**src/rtl/toy_lsu_resp_merge.sv**
```systemverilog
// toy_lsu_resp_merge
// Tracks the target (dtcm/dcache) of every accepted LSU request in program
// order, buffers the responses each target returns, and re-issues them to
// the LSU writeback in request order through one registered valid/ready port.
module toy_lsu_resp_merge #(
    parameter int RESP_W     = 64,
    parameter int ORD_DEPTH  = 8,
    parameter int RESP_DEPTH = 4
) (
    input  logic                         clk,
    input  logic                         rst,
    input  logic                         req_vld_dtcm,
    input  logic                         req_rdy_dtcm,
    input  logic                         req_vld_dcache,
    input  logic                         req_rdy_dcache,
    output logic                         req_allow,
    input  logic                         dtcm_resp_vld,
    output logic                         dtcm_resp_rdy,
    input  logic [RESP_W-1:0]            dtcm_resp_pld,
    input  logic                         dcache_resp_vld,
    output logic                         dcache_resp_rdy,
    input  logic [RESP_W-1:0]            dcache_resp_pld,
    output logic                         m_vld,
    input  logic                         m_rdy,
    output logic [RESP_W-1:0]            m_pld,
    output logic                         err_unexp,
    output logic [$clog2(ORD_DEPTH):0]   outstanding
);

    localparam int OAW = $clog2(ORD_DEPTH);
    localparam int RAW = $clog2(RESP_DEPTH);
    localparam int CW  = OAW + 1;

    // Source index 0 = dtcm, 1 = dcache (also the tag stored in the order FIFO).
    logic [1:0]             src_vld;
    logic [1:0][RESP_W-1:0] src_pld;
    logic [1:0]             src_full;
    logic [1:0]             src_empty;
    logic [1:0]             src_push;
    logic [1:0]             src_pop;
    logic [1:0]             src_unexp;
    logic [1:0][RESP_W-1:0] src_head;

    logic [OAW:0] ord_wr_q;
    logic [OAW:0] ord_rd_q;
    logic         ord_mem_q [ORD_DEPTH];
    logic         ord_full;
    logic         ord_empty;
    logic         head_tag;

    logic         fire_t;
    logic         fire_c;
    logic         req_fire;
    logic         push_tag;
    logic         ord_push;
    logic         ord_drop;
    logic         load;
    logic         sel_empty;

    logic              m_vld_q;
    logic [RESP_W-1:0] m_pld_q;
    logic              err_q;
    logic              err_d;

    assign src_vld = {dcache_resp_vld, dtcm_resp_vld};
    assign src_pld = {dcache_resp_pld, dtcm_resp_pld};

    // The decoder never fires both targets at once; if it does, dtcm wins.
    assign fire_t   = req_vld_dtcm & req_rdy_dtcm;
    assign fire_c   = req_vld_dcache & req_rdy_dcache & ~fire_t;
    assign req_fire = fire_t | fire_c;
    assign push_tag = ~fire_t;

    assign ord_full  = (ord_wr_q[OAW] != ord_rd_q[OAW]) &&
                       (ord_wr_q[OAW-1:0] == ord_rd_q[OAW-1:0]);
    assign ord_empty = (ord_wr_q == ord_rd_q);
    assign head_tag  = ord_mem_q[ord_rd_q[OAW-1:0]];

    // Only the source named by the oldest request may feed the output slot.
    assign sel_empty = head_tag ? src_empty[1] : src_empty[0];
    assign load      = ~ord_empty & ~sel_empty & (~m_vld_q | m_rdy);

    // A pop in the same cycle frees a slot, so a full FIFO can still take a push.
    assign ord_push = req_fire & (~ord_full | load);
    assign ord_drop = req_fire & ord_full & ~load;

    // Readiness uses pre-pop fullness so m_rdy never reaches these outputs.
    assign req_allow       = ~ord_full;
    assign dtcm_resp_rdy   = ~src_full[0];
    assign dcache_resp_rdy = ~src_full[1];

    assign m_vld       = m_vld_q;
    assign m_pld       = m_pld_q;
    assign err_unexp   = err_q;
    assign outstanding = ord_wr_q - ord_rd_q;

    // Order FIFO pointers.
    always_ff @(posedge clk) begin
        if (rst) begin
            ord_wr_q <= '0;
            ord_rd_q <= '0;
        end else begin
            if (ord_push) ord_wr_q <= ord_wr_q + 1'b1;
            if (load)     ord_rd_q <= ord_rd_q + 1'b1;
        end
    end

    // Order FIFO storage; contents are don't-care until written.
    always_ff @(posedge clk) begin
        if (ord_push) ord_mem_q[ord_wr_q[OAW-1:0]] <= push_tag;
    end

    for (genvar gi = 0; gi < 2; gi++) begin : g_src
        logic [RAW:0]        wr_q;
        logic [RAW:0]        rd_q;
        logic [RESP_W-1:0]   mem_q [RESP_DEPTH];
        logic [CW-1:0]       cnt_q;
        logic [CW-1:0]       cnt_d;
        logic                inc;
        logic                dec;

        assign src_full[gi]  = (wr_q[RAW] != rd_q[RAW]) &&
                               (wr_q[RAW-1:0] == rd_q[RAW-1:0]);
        assign src_empty[gi] = (wr_q == rd_q);
        assign src_head[gi]  = mem_q[rd_q[RAW-1:0]];
        assign src_push[gi]  = src_vld[gi] & ~src_full[gi];
        assign src_pop[gi]   = load & (head_tag == 1'(gi));

        assign inc           = ord_push & (push_tag == 1'(gi));
        assign dec           = src_push[gi];
        assign src_unexp[gi] = dec & (cnt_q == '0);

        // Requests still awaiting a response from this source; saturates at 0.
        always_comb begin
            cnt_d = cnt_q + CW'(inc) - CW'(dec & ~src_unexp[gi]);
        end

        // Response FIFO pointers and outstanding counter.
        always_ff @(posedge clk) begin
            if (rst) begin
                wr_q  <= '0;
                rd_q  <= '0;
                cnt_q <= '0;
            end else begin
                if (src_push[gi]) wr_q <= wr_q + 1'b1;
                if (src_pop[gi])  rd_q <= rd_q + 1'b1;
                cnt_q <= cnt_d;
            end
        end

        // Response FIFO storage.
        always_ff @(posedge clk) begin
            if (src_push[gi]) mem_q[wr_q[RAW-1:0]] <= src_pld[gi];
        end
    end

    // Sticky error: dropped request push or response with nothing outstanding.
    always_comb begin
        err_d = err_q | ord_drop | (|src_unexp);
    end

    // Registered output slot: load the in-order head, otherwise drain on accept.
    always_ff @(posedge clk) begin
        if (rst) begin
            m_vld_q <= 1'b0;
            m_pld_q <= '0;
            err_q   <= 1'b0;
        end else begin
            err_q <= err_d;
            if (load) begin
                m_vld_q <= 1'b1;
                m_pld_q <= head_tag ? src_head[1] : src_head[0];
            end else if (m_rdy) begin
                m_vld_q <= 1'b0;
            end
        end
    end

endmodule
```
**config.mk**
```make
export PLATFORM = sky130hd
export DESIGN_NAME = toy_lsu_resp_merge
export DESIGN_NICKNAME = d
export VERILOG_FILES = /design/src/rtl/toy_lsu_resp_merge.sv
export SDC_FILE = /design/constraint.sdc
export NUM_CORES = 1
export LEC_CHECK = 0
export ABC_AREA = 1
export CORE_MARGIN = 2
export CORE_UTILIZATION = 50
export CTS_BUF_LIST = sky130_fd_sc_hd__clkbuf_8
export DETAILED_ROUTE_END_ITERATION = 10
export PLACE_DENSITY = 0.77
export SYNTH_ARGS = -nofsm -noshare
export SYNTH_HDL_FRONTEND = slang
export SYNTH_SLANG_ARGS = --single-unit
export TNS_END_PERCENT = 20
```
**constraint.sdc**
```tcl
create_clock -name clk -period 7.7 [get_ports clk]
set_input_delay 1.925 -clock clk [delete_from_list [all_inputs] [get_ports clk]]
set_output_delay 1.925 -clock clk [all_outputs]
set_load 0.02 [all_outputs]
```
==> results of run 1 <==
flip-flops by register name (all words and copies together), names as in the netlist, named ones only:
register / cells
g_src.cnt_q: 8
ord_wr_q: 4
err_unexp: 1
ord_mem_q: 8
m_vld: 1
g_src.wr_q: 6
m_pld: 64
ord_rd_q: 4
g_src.mem_q: 512
g_src.rd_q: 6
worst min-delay path, cell delays in order, from the launching register on:
cell and delay (ns):
dfxtp_1 0.31, nand2_1 0.07, a21oi_2 0.05
metrics by stage:
stage | instance area, um^2 | utilization [%] | setup slack (ns) | hold slack [ns]
final | 28800 | 60.1 | 3.16 | 0.477
after floorplan | 24400 | - | 2.35 | 0.443
after CTS | 28800 | 60.1 | 3.10 | 0.476
after detailed placement | 27000 | 56.3 | 2.66 | 0.465
after global placement | 27000 | 56.3 | 2.71 | 0.462
after global routing | 28800 | 60.1 | 3.04 | 0.489
cells by family (layout without fill, tap and decap cells):
group,after synthesis,in the layout
AOI/OAI and AO/OA,554,554
xor gates and xnor gates,15,15
adders and majority gates,28,28
buffers and inverters,183,472
DFF,621,621
other,0,6
and+or+nand+nor,551,551
layer usage:
metal  vias to the layer above  part of all wire, %  wire (um)
met2                       630                   50      30500
met5                         -                 0.21        126
li1                       7468                    -          -
met4                        20                  3.0       1820
met3                       132                  7.9       4760
met1                      7923                   38      23200
worst max path at each step:
| stage | from | endpoint | slack, ns |
|---|---|---|---|
| after floorplan | dcache_resp_vld | g_src[1].wr_q[2]$_SDFFE_PP0P_ | 2.35 |
| after CTS | ord_rd_q[1]$_SDFFE_PP0N_ | req_allow | 3.10 |
| after global placement | m_rdy | g_src[1].cnt_q[2]$_SDFF_PP0_ | 2.71 |
| after detailed placement | m_rdy | g_src[1].cnt_q[2]$_SDFF_PP0_ | 2.66 |
| after global routing | ord_rd_q[1]$_SDFFE_PP0N_ | req_allow | 3.04 |
| final | ord_rd_q[1]$_SDFFE_PP0N_ | req_allow | 3.16 |
power by group through the flow:
stage	registers [mW]	logic [mW]	clock network [mW]
floorplan	4.34	1.84	0
global placement	4.31	2.79	0
detailed placement	4.31	2.88	0
CTS	4.25	2.89	2.63
global route	4.28	3.15	2.77
finish	4.25	2.88	2.59
synth_stat cells:
cell	n	area, um^2
nand4_1	4	25.0
nand2_1	226	848
nand2_2	3	18.8
ha_1	25	313
clkbuf_1	82	308
o22ai_1	128	801
nand3b_1	3	22.5
a21o_1	66	495
nor2_4	1	11.3
inv_2	3	11.3
buf_4	7	52.6
xor2_1	4	35.0
a21oi_2	59	517
dfxtp_1	101	2020
edfxtp_1	520	15600
and2_1	1	6.26
a31o_2	1	8.76
or2_2	1	6.26
buf_1	1	3.75
fa_1	3	60.1
nor2_1	292	1100
clkinv_1	2	7.51
a21oi_1	31	155
xnor2_1	11	96.3
nand2_4	1	11.3
nand3_2	1	10.0
nor3b_1	2	15.0
nand3_1	15	75.1
buf_2	24	120
inv_1	57	214
o21ai_0	269	1350
buf_6	7	78.8
nand2_8	1	20.0
cell type report:
cell class,count,share of cell area [%]
antenna,6,0.0521
clock buffer,114,5.45
clock inverter,65,0.899
inverter,62,0.825
multi-input combinational,1148,21.0
sequential,621,61.2
tap,615,2.67
timing repair buffer,231,7.83
==> results.json, run 1 <==
{
  "status": "completed",
  "cts_tree": "built",
  "ios": 210,
  "switching_share_pct": 34.8,
  "core-area_um2": 47900,
  "worstMarginPinSlew_ns": 1.16,
  "met3_usage_pct": 6.38,
  "cts_max_path_buffers": 3,
  "crit_path_end_kind": "output port",
  "drv_cap": 0,
  "yosysSeqAreaShare_pct": 72.2,
  "switchingPower_mw": 3.39,
  "final_common_cell": "edfxtp_1",
  "synth_top_family_by_area": "compound AO/OA/AOI/OAI gates",
  "multiInputGateArea_um2": 6060,
  "hold_depth": 2,
  "drc": 0,
  "synthesis.yosys.warnings": 0,
  "syn_nets": 2117,
  "crit_buf_inv": 3,
  "area.growth.synth_to_final_pct": 18.0,
  "hold_path_startpoint": "m_pld[43]$_SDFFE_PP0N_",
  "final.fill_count": 3696,
  "p_leak_nw": 10.1,
  "initial_utilization_pct": 50.9,
  "cts_buffers": 96,
  "muxShareOfSynthArea_pct": 0,
  "synth_compound_area_share_pct": 13.6,
  "synth_area_um2": 24400,
  "yosys.area_share.simple_pct": 8.87,
  "dr.pass1.iters": 8,
  "grt_busiest_layer": "met2",
  "cp.required_ns": 5.78,
  "vias": 16173,
  "grt_use_met1_pct": 29.1,
  "dp_hpwl_um": 36400,
  "synthXorXnorAreaFrac_pct": 0.538,
  "final_layout_size_suffix_gt1_share_pct": 10.4,
  "drt_iter0_drc": 1341,
  "post-route-min-period_ns": 4.54,
  "combPwrFrac_pct": 29.7,
  "syn_inst": 1952,
  "r2r_cells": 18,
  "htreeDepth": 3,
  "hold-path-endpoint": "m_pld[43]$_SDFFE_PP0N_",
  "critical_path_cell_count": 6,
  "slew_viol_final": 0,
  "cts_resized": 0,
  "slowest_stage": "clkdlybuf4s50_1",
  "final_cell_mix": "edfxtp_1 (520), nor2_1 (284), o21ai_0 (269)",
  "setup_viol": 0,
  "stdcell_count": 2862,
  "cp_top_family": "buffers and inverters",
  "start_kind": "flop",
  "totalWireLength_um": 60300,
  "cts_sinks": 621,
  "ys_types": 33,
  "grt_setup_unrepaired": "no",
  "grtUsageTotal_pct": 23.7,
  "p_int_mw": 6.33,
  "port_buffers": 209,
  "path_clk_slew_ns": 0.06,
  "fp.dieH_um": 225,
  "max_slew_margin_pct": 22.4,
  "r2r_slack_ns": 3.88,
  "met2_usage_pct": 40.2,
  "clock_skew_ns": 0.0224,
  "fin_crit_sh_pct": 59.0,
  "cp_max_fo": 4,
  "vias_per_cell": 5.65,
  "clk_latency_ns": 0.68,
  "grt_antenna_before_repair": 16,
  "finalHoldViolations": 0,
  "wire_per_inst_um": 21.1,
  "gp_congestion": 0.838,
  "reg2reg_to": "g_src[1].cnt_q[2]$_SDFF_PP0_",
  "seq_power_share_pct": 43.7,
  "cp_common_cell": "inv_1",
  "power_density_nw_per_um2": 337,
  "nNetsFinal": 2325,
  "cts_setup_buffers": 0,
  "grt_pass1_wl_um": 90500,
  "dieArea_um2": 50600,
  "seq_area_um2": 17600,
  "cts_hold_buffers": 0,
  "min_path_type": "reg2reg",
  "drtAntennaViolNets": 0,
  "synthAdderAreaFrac_pct": 1.53,
  "max_stage_delay_ns": 0.55,
  "tns_ns": 0,
  "worstPathCellList": "inv_1 > ha_1 > nand3_1 > nor2_1 > inv_1 > clkdlybuf4s50_1",
  "clockRootBuffer": "clkbuf_8",
  "peakVddDrop_mv": 0.254,
  "fmax_ghz": 0.220,
  "critPathArrivalTime_ns": 2.62,
  "rows": 80,
  "fp.dieW_um": 225,
  "critPathKind": "reg2out",
  "grt.overflow.total": 0,
  "clkPwrFrac_pct": 26.6,
  "syn_area_per_cell_um2": 12.5,
  "grt_pass1_vias": 16082,
  "dp.cells": 2677,
  "totalPowerFinal_mw": 9.72,
  "synth-seq-cells": 621,
  "grt_max_degree": 89
}
(Power assumes the default switching activity.)
==> inputs of run 2 (changes only) <==
==> constraint.sdc (replaced) <==
create_clock -name clk -period 4.2 [get_ports clk]
set_input_delay 1.05 -clock clk [delete_from_list [all_inputs] [get_ports clk]]
set_output_delay 1.05 -clock clk [all_outputs]
set_load 0.02 [all_outputs]
==> run 2 against run 1 <==
  * Die area did not move
  * Utilization rose by 0.52 points
  * Critical path type unchanged
  * First-iteration DRC count rose by 4.4%
  * Critical path depth did not move
  * Setup slack got worse by 2.6 ns
  * Worst hold slack improved by 0.0019 ns
  * Highest routed layer unchanged
==> results.json, run 2 (synthesized netlist as in run 1, its figures left out) <==
{
  "status": "completed",
  "drv_cap": 0,
  "cp_max_fo": 4,
  "area.growth.synth_to_final_pct": 19.0,
  "vias": 16289,
  "setup_viol": 0,
  "holdWs_ns": 0.479,
  "dieArea_um2": 50600,
  "finalHoldViolations": 0,
  "rows": 80,
  "fmax_ghz": 0.275,
  "stdcell_count": 2878,
  "dr.pass1.iters": 6,
  "wire_per_inst_um": 21.3,
  "cts_buffers": 98,
  "slew_viol_final": 0,
  "initial_utilization_pct": 50.9,
  "stdcell_area_um2": 29100,
  "dp_hpwl_um": 37200,
  "ios": 210,
  "clk_latency_ns": 0.68,
  "cts_hold_buffers": 0,
  "drtAntennaViolNets": 0,
  "drt_iter0_drc": 1400,
  "cp.required_ns": 3.15,
  "port_buffers": 209,
  "critPathArrivalTime_ns": 2.59,
  "grt.overflow.total": 0,
  "multiInputGateArea_um2": 6070,
  "fp.dieW_um": 225,
  "grt_pass1_vias": 16188,
  "gp_congestion": 0.798,
  "totalWireLength_um": 61400,
  "crit_path_end_kind": "output port",
  "p_leak_nw": 10.1,
  "min_path_type": "reg2reg",
  "core-area_um2": 47900,
  "grt_pass1_wl_um": 91900,
  "max_slew_margin_pct": 28.5,
  "setup_slack_ns": 0.562,
  "final_cell_mix": "edfxtp_1 (520), nor2_1 (284), o21ai_0 (269)",
  "path_clk_slew_ns": 0.06,
  "grt_antenna_before_repair": 18,
  "nNetsFinal": 2338,
  "final.fill_count": 3678,
  "power_density_nw_per_um2": 618,
  "cts_max_path_buffers": 3,
  "largest_reg_flops": 512,
  "peakVddDrop_mv": 0.432,
  "placed_area_um2": 27100,
  "post-place-ws_ns": 0.504,
  "seq_area_um2": 17600,
  "drc": 0,
  "final_layout_size_suffix_gt1_share_pct": 11.1,
  "worstMarginPinSlew_ns": 1.07,
  "grtUsageTotal_pct": 24.2,
  "grt_setup_unrepaired": "no",
  "fp.dieH_um": 225,
  "critPathKind": "reg2out",
  "clockRootBuffer": "clkbuf_8",
  "grt_max_degree": 104,
  "cts_resized": 0,
  "vias_per_cell": 5.66,
  "final_common_cell": "edfxtp_1",
  "cts_setup_buffers": 0,
  "post-route-min-period_ns": 3.64,
  "htreeDepth": 3,
  "dp.cells": 2688,
  "cts_sinks": 621,
  "start_kind": "flop",
  "cts_tree": "built",
  "fin_crit_sh_pct": 86.6,
  "clock_skew_ns": 0.0280
}
==> run 2: critical path, cell delays in order, from the launching register on <==
cell,delay [ns]
dfxtp_1,0.43
inv_1,0.11
ha_1,0.31
nand3_1,0.09
nor2_1,0.36
inv_1,0.08
clkdlybuf4s50_1,0.55
==> run 2: per-layer routing <==
layer | vias to the layer above | global-route usage (%) | share of wire [%]
met1 | 8009 | 28.7 | 38
met3 | 146 | 6.52 | 8.1
met4 | 24 | 9.06 | 2.8
met5 | - | 0 | 0.26
li1 | 7496 | - | -
met2 | 614 | 42.2 | 51
==> run 2: power by group <==
| group | leakage [nW] | switching (mW) | internal, mW |
|---|---|---|---|
| clock network | 1.12 | 2.30 | 2.59 |
| registers | 5.60 | 0.469 | 7.29 |
| logic | 3.42 | 3.42 | 1.89 |
==> run 2: final timing paths <==
path	depth (start not counted)	end	from	slack [ns]
setup / recovery	6	req_allow	ord_rd_q[1]$_SDFFE_PP0N_	0.56
hold reg to reg	1	g_src[0].wr_q[2]$_SDFFE_PP0P_	g_src[0].wr_q[2]$_SDFFE_PP0P_	0.48
setup reg to reg	9	m_pld[52]$_SDFFE_PP0N_	ord_rd_q[1]$_SDFFE_PP0N_	0.87
hold / removal	1	g_src[0].wr_q[2]$_SDFFE_PP0P_	g_src[0].wr_q[2]$_SDFFE_PP0P_	0.48
==> run 2: metrics by stage <==
stage	util, %	power (mW)	setup TNS, ns
detailed placement	56.6	13.2	0
CTS	60.6	18.1	0
finish	60.6	18.0	0
floorplan	-	11.3	-82.18
global route	60.6	18.9	0
global placement	56.6	13.0	0
==> run 2: cell type report <==
| class | instances | share of cell area [%] |
|---|---|---|
| timing repair buffer | 242 | 8.34 |
| multi-input combinational | 1148 | 20.9 |
| tap | 615 | 2.65 |
| clock inverter | 69 | 1.14 |
| inverter | 62 | 0.818 |
| antenna | 7 | 0.0603 |
| clock buffer | 114 | 5.40 |
| sequential | 621 | 60.7 |
==> inputs of run 3 (changes only) <==
--- a/config.mk
+++ b/config.mk
@@ -6,11 +6,13 @@
 export NUM_CORES = 1
 export LEC_CHECK = 0
 export ABC_AREA = 1
+export CELL_PAD_IN_SITES_DETAIL_PLACEMENT = 2
+export CELL_PAD_IN_SITES_GLOBAL_PLACEMENT = 2
 export CORE_MARGIN = 2
-export CORE_UTILIZATION = 50
+export CORE_UTILIZATION = 41
 export CTS_BUF_LIST = sky130_fd_sc_hd__clkbuf_8
 export DETAILED_ROUTE_END_ITERATION = 10
-export PLACE_DENSITY = 0.77
+export PLACE_DENSITY = 0.87
 export SYNTH_ARGS = -nofsm -noshare
 export SYNTH_HDL_FRONTEND = slang
 export SYNTH_SLANG_ARGS = --single-unit
==> run 3 against run 2 <==
  * Non-clock buffer count rose by 2
  * Global-route usage up 3.4 points
  * Sequential power down 0.6%
  * Critical path type unchanged
  * Setup slack worse by 0.068 ns
  * Routed wire length up 37%
  * Critical endpoint is now outstanding[3]
  * Utilization down 10 points
==> results.json, run 3 (synthesized netlist as in run 1, its figures left out) <==
{
  "fin_crit_sh_pct": 88.2,
  "start_kind": "flop",
  "hold-path-endpoint": "m_pld[63]$_SDFFE_PP0N_",
  "stdcell_count": 3049,
  "slowest_stage": "clkdlybuf4s50_1",
  "drv_cap": 0,
  "grt.overflow.total": 0,
  "grt_pass1_vias": 19720,
  "r2r_slack_ns": 1.08,
  "port_buffers": 209,
  "initial_utilization_pct": 41.5,
  "grt_setup_unrepaired": "no",
  "final_cell_mix": "edfxtp_1 (520), nor2_1 (284), o21ai_0 (269)",
  "cts_hold_buffers": 0,
  "wire_per_inst_um": 27.6,
  "p_int_mw": 12.0,
  "vias_per_cell": 5.61,
  "switchingPower_mw": 7.02,
  "fp.dieH_um": 248,
  "clkPwrFrac_pct": 28.3,
  "cp_max_fo": 4,
  "dr.pass1.iters": 5,
  "critical_path.startpoint": "ord_rd_q[1]$_SDFFE_PP0N_",
  "holdWs_ns": 0.470,
  "clockRootBuffer": "clkbuf_8",
  "slew_viol_final": 0,
  "largest_reg_flops": 512,
  "critPathKind": "reg2out",
  "max_stage_delay_ns": 0.63,
  "drtAntennaViolNets": 0,
  "grtUsageTotal_pct": 27.6,
  "grt_max_degree": 106,
  "gp_congestion": 0.747,
  "critPathArrivalTime_ns": 2.66,
  "drt_iter0_drc": 1185,
  "status": "completed",
  "seq_power_share_pct": 40.5,
  "final_layout_size_suffix_gt1_share_pct": 11.8,
  "finalHoldViolations": 0,
  "clock_skew_ns": 0.0390,
  "cts_resized": 0,
  "worstPathCellList": "inv_1 > ha_1 > nand2_1 > o21ai_0 > xnor2_1 > clkdlybuf4s50_1",
  "dieArea_um2": 61500,
  "tns_ns": 0,
  "cts_setup_buffers": 0,
  "fmax_ghz": 0.270,
  "hold_depth": 2,
  "final.fill_count": 5592,
  "grt_pass1_wl_um": 125000,
  "totalWireLength_um": 84100,
  "reg2reg_to": "g_src[1].cnt_q[3]$_SDFF_PP0_",
  "dp.cells": 2848,
  "worstMarginPinSlew_ns": 1.18,
  "vias": 17102,
  "hold_path_startpoint": "m_pld[63]$_SDFFE_PP0N_",
  "rows": 89,
  "p_leak_nw": 10.3,
  "setup_viol": 0,
  "clk_latency_ns": 0.72,
  "ios": 210,
  "dp_hpwl_um": 51100,
  "final_common_cell": "edfxtp_1",
  "min_path_type": "reg2reg",
  "r2r_cells": 16,
  "post-route-min-period_ns": 3.71,
  "switching_share_pct": 36.8,
  "crit_path_end_kind": "output port",
  "cp.required_ns": 3.15,
  "area.growth.synth_to_final_pct": 20.9,
  "cts_sinks": 621,
  "path_clk_slew_ns": 0.06,
  "nNetsFinal": 2347,
  "power_density_nw_per_um2": 645,
  "htreeDepth": 3,
  "cts_buffers": 105,
  "cts_max_path_buffers": 3,
  "fp.dieW_um": 248,
  "core-area_um2": 58900,
  "grt_antenna_before_repair": 11,
  "cts_tree": "built",
  "max_slew_margin_pct": 21.2,
  "drc": 0,
  "combPwrFrac_pct": 31.3,
  "r2r_start": "ord_wr_q[0]$_SDFFE_PP0P_",
  "peakVddDrop_mv": 0.363
}
## run 3: per-stage QoR
step / total power, mW / setup WS [ns] / instance area [um^2] / utilization [%]
after global placement: 13.3 / 0.470 / 27500 / 46.6
final: 19.1 / 0.494 / 29500 / 50.1
after CTS: 19.2 / 0.417 / 29500 / 50.1
after detailed placement: 13.7 / 0.337 / 27500 / 46.6
after floorplan: 11.3 / -0.222 / 24400 / -
after global routing: 20.0 / 0.290 / 29500 / 50.1
## run 3: layout make-up
type / count / area, um^2 / share of cell area [%]
Antenna cell: 4 / 10.0 / 0.0339
Clock buffer: 125 / 1720 / 5.82
Clock inverter: 72 / 354 / 1.20
Inverter: 62 / 238 / 0.805
Multi-Input combinational cell: 1148 / 6070 / 20.5
Sequential cell: 621 / 17600 / 59.7
Tap cell: 773 / 967 / 3.27
Timing Repair Buffer: 244 / 2540 / 8.60
## run 3: worst max path at each step
stage	slack, ns	endpoint	cells past startpoint
after CTS	0.42	outstanding[3]	6
after floorplan	-0.22	g_src[1].mem_q[0][0]$_DFFE_PP_	2
after detailed placement	0.34	g_src[1].cnt_q[2]$_SDFF_PP0_	12
after global placement	0.47	g_src[1].cnt_q[2]$_SDFF_PP0_	12
after global routing	0.29	outstanding[3]	6
final	0.49	outstanding[3]	6
## run 3: layer usage
layer  vias to the layer above  share of wire, %  wire, um  GRT usage [%]
li1                       7512                 -         -              -
met1                      8936                38     32000           30.8
met3                       171               4.4      3710           4.80
met2                       473                54     45600           52.4
met5                         -             0.094        79              0
met4                        10               3.2      2730           9.72
## run 3: critical path, delay by kind of cell, from the launching register on
family	cells	cell delay [ns]
xor gates and xnor gates	1	0.16
adders and majority gates	1	0.31
DFF	1	0.42
and+or+nand+nor	1	0.07
AOI/OAI and AO/OA	1	0.29
buffers and inverters	2	0.71
## run 3: power groups by stage
stage / sequential, mW / combinational (mW) / clock (mW)
after floorplan: 7.96 / 3.37 / 0
after global placement: 7.78 / 5.50 / 0
after detailed placement: 7.83 / 5.90 / 0
after CTS: 7.72 / 6.04 / 5.48
after global routing: 7.76 / 6.48 / 5.75
final: 7.71 / 5.96 / 5.39
==> RTL change: new RTL, settings of run 3 <==
`RESP_DEPTH`: 4 -> 8.
--- a/src/rtl/toy_lsu_resp_merge.sv
+++ b/src/rtl/toy_lsu_resp_merge.sv
@@ -5,7 +5,7 @@
 module toy_lsu_resp_merge #(
     parameter int RESP_W     = 64,
     parameter int ORD_DEPTH  = 8,
-    parameter int RESP_DEPTH = 4
+    parameter int RESP_DEPTH = 8
 ) (
     input  logic                         clk,
     input  logic                         rst,
Check against the original RTL: no difference found for any inputs over 4 cycles, from zero or initial values and one cycle with rst high; that may be too few to reach the edited logic, so the function may still have changed.
==> RTL change against run 3 <==
Sequential cell count rose by 518. Synthesized area grew 87%. Via count increased by 97%. Setup slack worse by 300 ps. Cell area is 80% higher. Wire length grew 110%. Combinational power grew 68%. Global-route usage is 3.0 points higher. Power up 75%. Maximum frequency shrank 7.4%. Critical endpoint unchanged. Non-clock buffer count is 36 higher. Die area rose by 85%.
==> RTL change: results (changes against run 3) <==
WL per Instance=30.0 µm (was 27.6 µm); Max VDD drop=456 µV (was 363 µV); run status=finished clean (unchanged); Post-synth EDFFs=1032 (was 520); Syn-to-layout area delta=16.8% (was 20.9%); post-synth cell types=39 (was 33); fill count=10800 (was 5592); area post-placement=0.0496 mm² (was 0.0275 mm²); ranking of synthesized cells by area=edfxtp_1, nand2_1, nand3_1 (was edfxtp_1, dfxtp_1, o21ai_0); worst r2r path cells=17 (was 16); static leakage=19.4 nW (was 10.3 nW); nets=4314 (was 2347); clk_skew=46.2 ps (was 39.0 ps); initial antenna violation count=22 (was 11); Adder-Cell Fraction of Synth Area=0.653% (was 1.53%); sequential-to-total area share from yosys stat=72.7% (was 72.2%); DRT iter0 DRCs=3422 (was 1185); number of global-route vias before repair=37500 (was 19700); layout cells sized above 1=9.57% (was 11.8%); DPL Wire Length=98.2 mm (was 51.1 mm); setup bufs post-CTS=0 (unchanged); first-pass GRT wire length=256 mm (was 125 mm); CTS H-tree lvls=4 (was 3); CTS Buf Count=192 (was 105); XOR/XNOR Fraction of Synth Area=0.269% (was 0.538%); DRC Markers=0 (unchanged); delay-heaviest family, CP=buffers and inverters (unchanged); complex-gate fraction of the synthesized area=3.14% (was 13.6%); Post-synth top cells=nand2_1, edfxtp_1, nand3_1 (was edfxtp_1, nor2_1, o21ai_0); max FFs per register=1024 (was 512); Tot GR Track Use=30.6% (was 27.6%); Slew Limit Headroom=25.7% (was 21.2%); Switching Fraction=38.3% (was 36.8%); GP Congestion=0.816 (was 0.747); Syn Nets=4075 (was 2117); clock latency at the later pin of the worst-skew pair=900 ps (was 720 ps)
[RTL change: cell types whose count changed after synthesis, sizes merged, moves of 67 or more]
cell	before	now
nor2	293	48
nand2	231	1292
buf	39	122
o22ai	128	0
edfxtp	520	1032
nand3	16	785
o21ai	269	75
a21oi	90	157
inv	60	130
[RTL change: tightest hold or removal path, cell delays in order (launching register included)]
cell and delay [ps]:
dfxtp_1 320, nand2_1 70, a21oi_1 60
[RTL change: per-stage QoR]
step | setup slack, ps | cells
finish | 197 | 5806
global route | 73.3 | 5804
CTS | 103 | 5794
detailed placement | 238 | 5449
global placement | 524 | 5449
floorplan | -474 | 3916
[RTL change: final timing paths]
path / to / slack, ps / start
worst max register to register: g_src[1].cnt_q[2]$_SDFF_PP0_ / 850 / register
worst max-delay path: outstanding[3] / 200 / ord_rd_q[2]$_SDFFE_PP0N_
worst min register to register: m_pld[28]$_SDFFE_PP0N_ / 490 / m_pld[28]$_SDFFE_PP0N_
worst min-delay path: m_pld[28]$_SDFFE_PP0N_ / 490 / m_pld[28]$_SDFFE_PP0N_
[RTL change: cell families (layout without fill, tap and decap cells)]
family / Yosys count / in the layout
compound gates: 237 / 237
xor+xnor: 14 / 14
fa+ha+maj: 22 / 22
buf+inv: 366 / 756
flops: 1139 / 1139
other cells: 0 / 12
simple gates: 2138 / 2138
[RTL change: power groups by stage]
| stage | registers, mW | logic, mW | clock network (mW) |
|---|---|---|---|
| after floorplan | 13.8 | 5.47 | 0 |
| after global placement | 13.7 | 8.80 | 0 |
| after detailed placement | 13.8 | 9.52 | 0 |
| after CTS | 13.6 | 9.93 | 9.88 |
| after global routing | 13.6 | 10.7 | 10.3 |
| final | 13.6 | 10.0 | 9.77 |
[RTL change: area by class of cell]
class | count | area share [%]
well taps | 1488 | 3.50
repair buffers | 280 | 5.70
multi-input cells | 2411 | 20.8
clock inverters | 127 | 1.11
diodes | 12 | 0.0564
inverters | 131 | 0.954
flip-flops and latches | 1139 | 62.3
clock buffers | 218 | 5.64
[RTL change: metal layers]
layer / vias to the layer above / wire length (µm) / track usage [%]
met1: 17700 / 68700 / 37.9
li1: 14200 / - / -
met3: 405 / 10200 / 5.10
met2: 1382 / 89100 / 53.0
met4: 14 / 6260 / 12.5
met5: - / 93 / 0
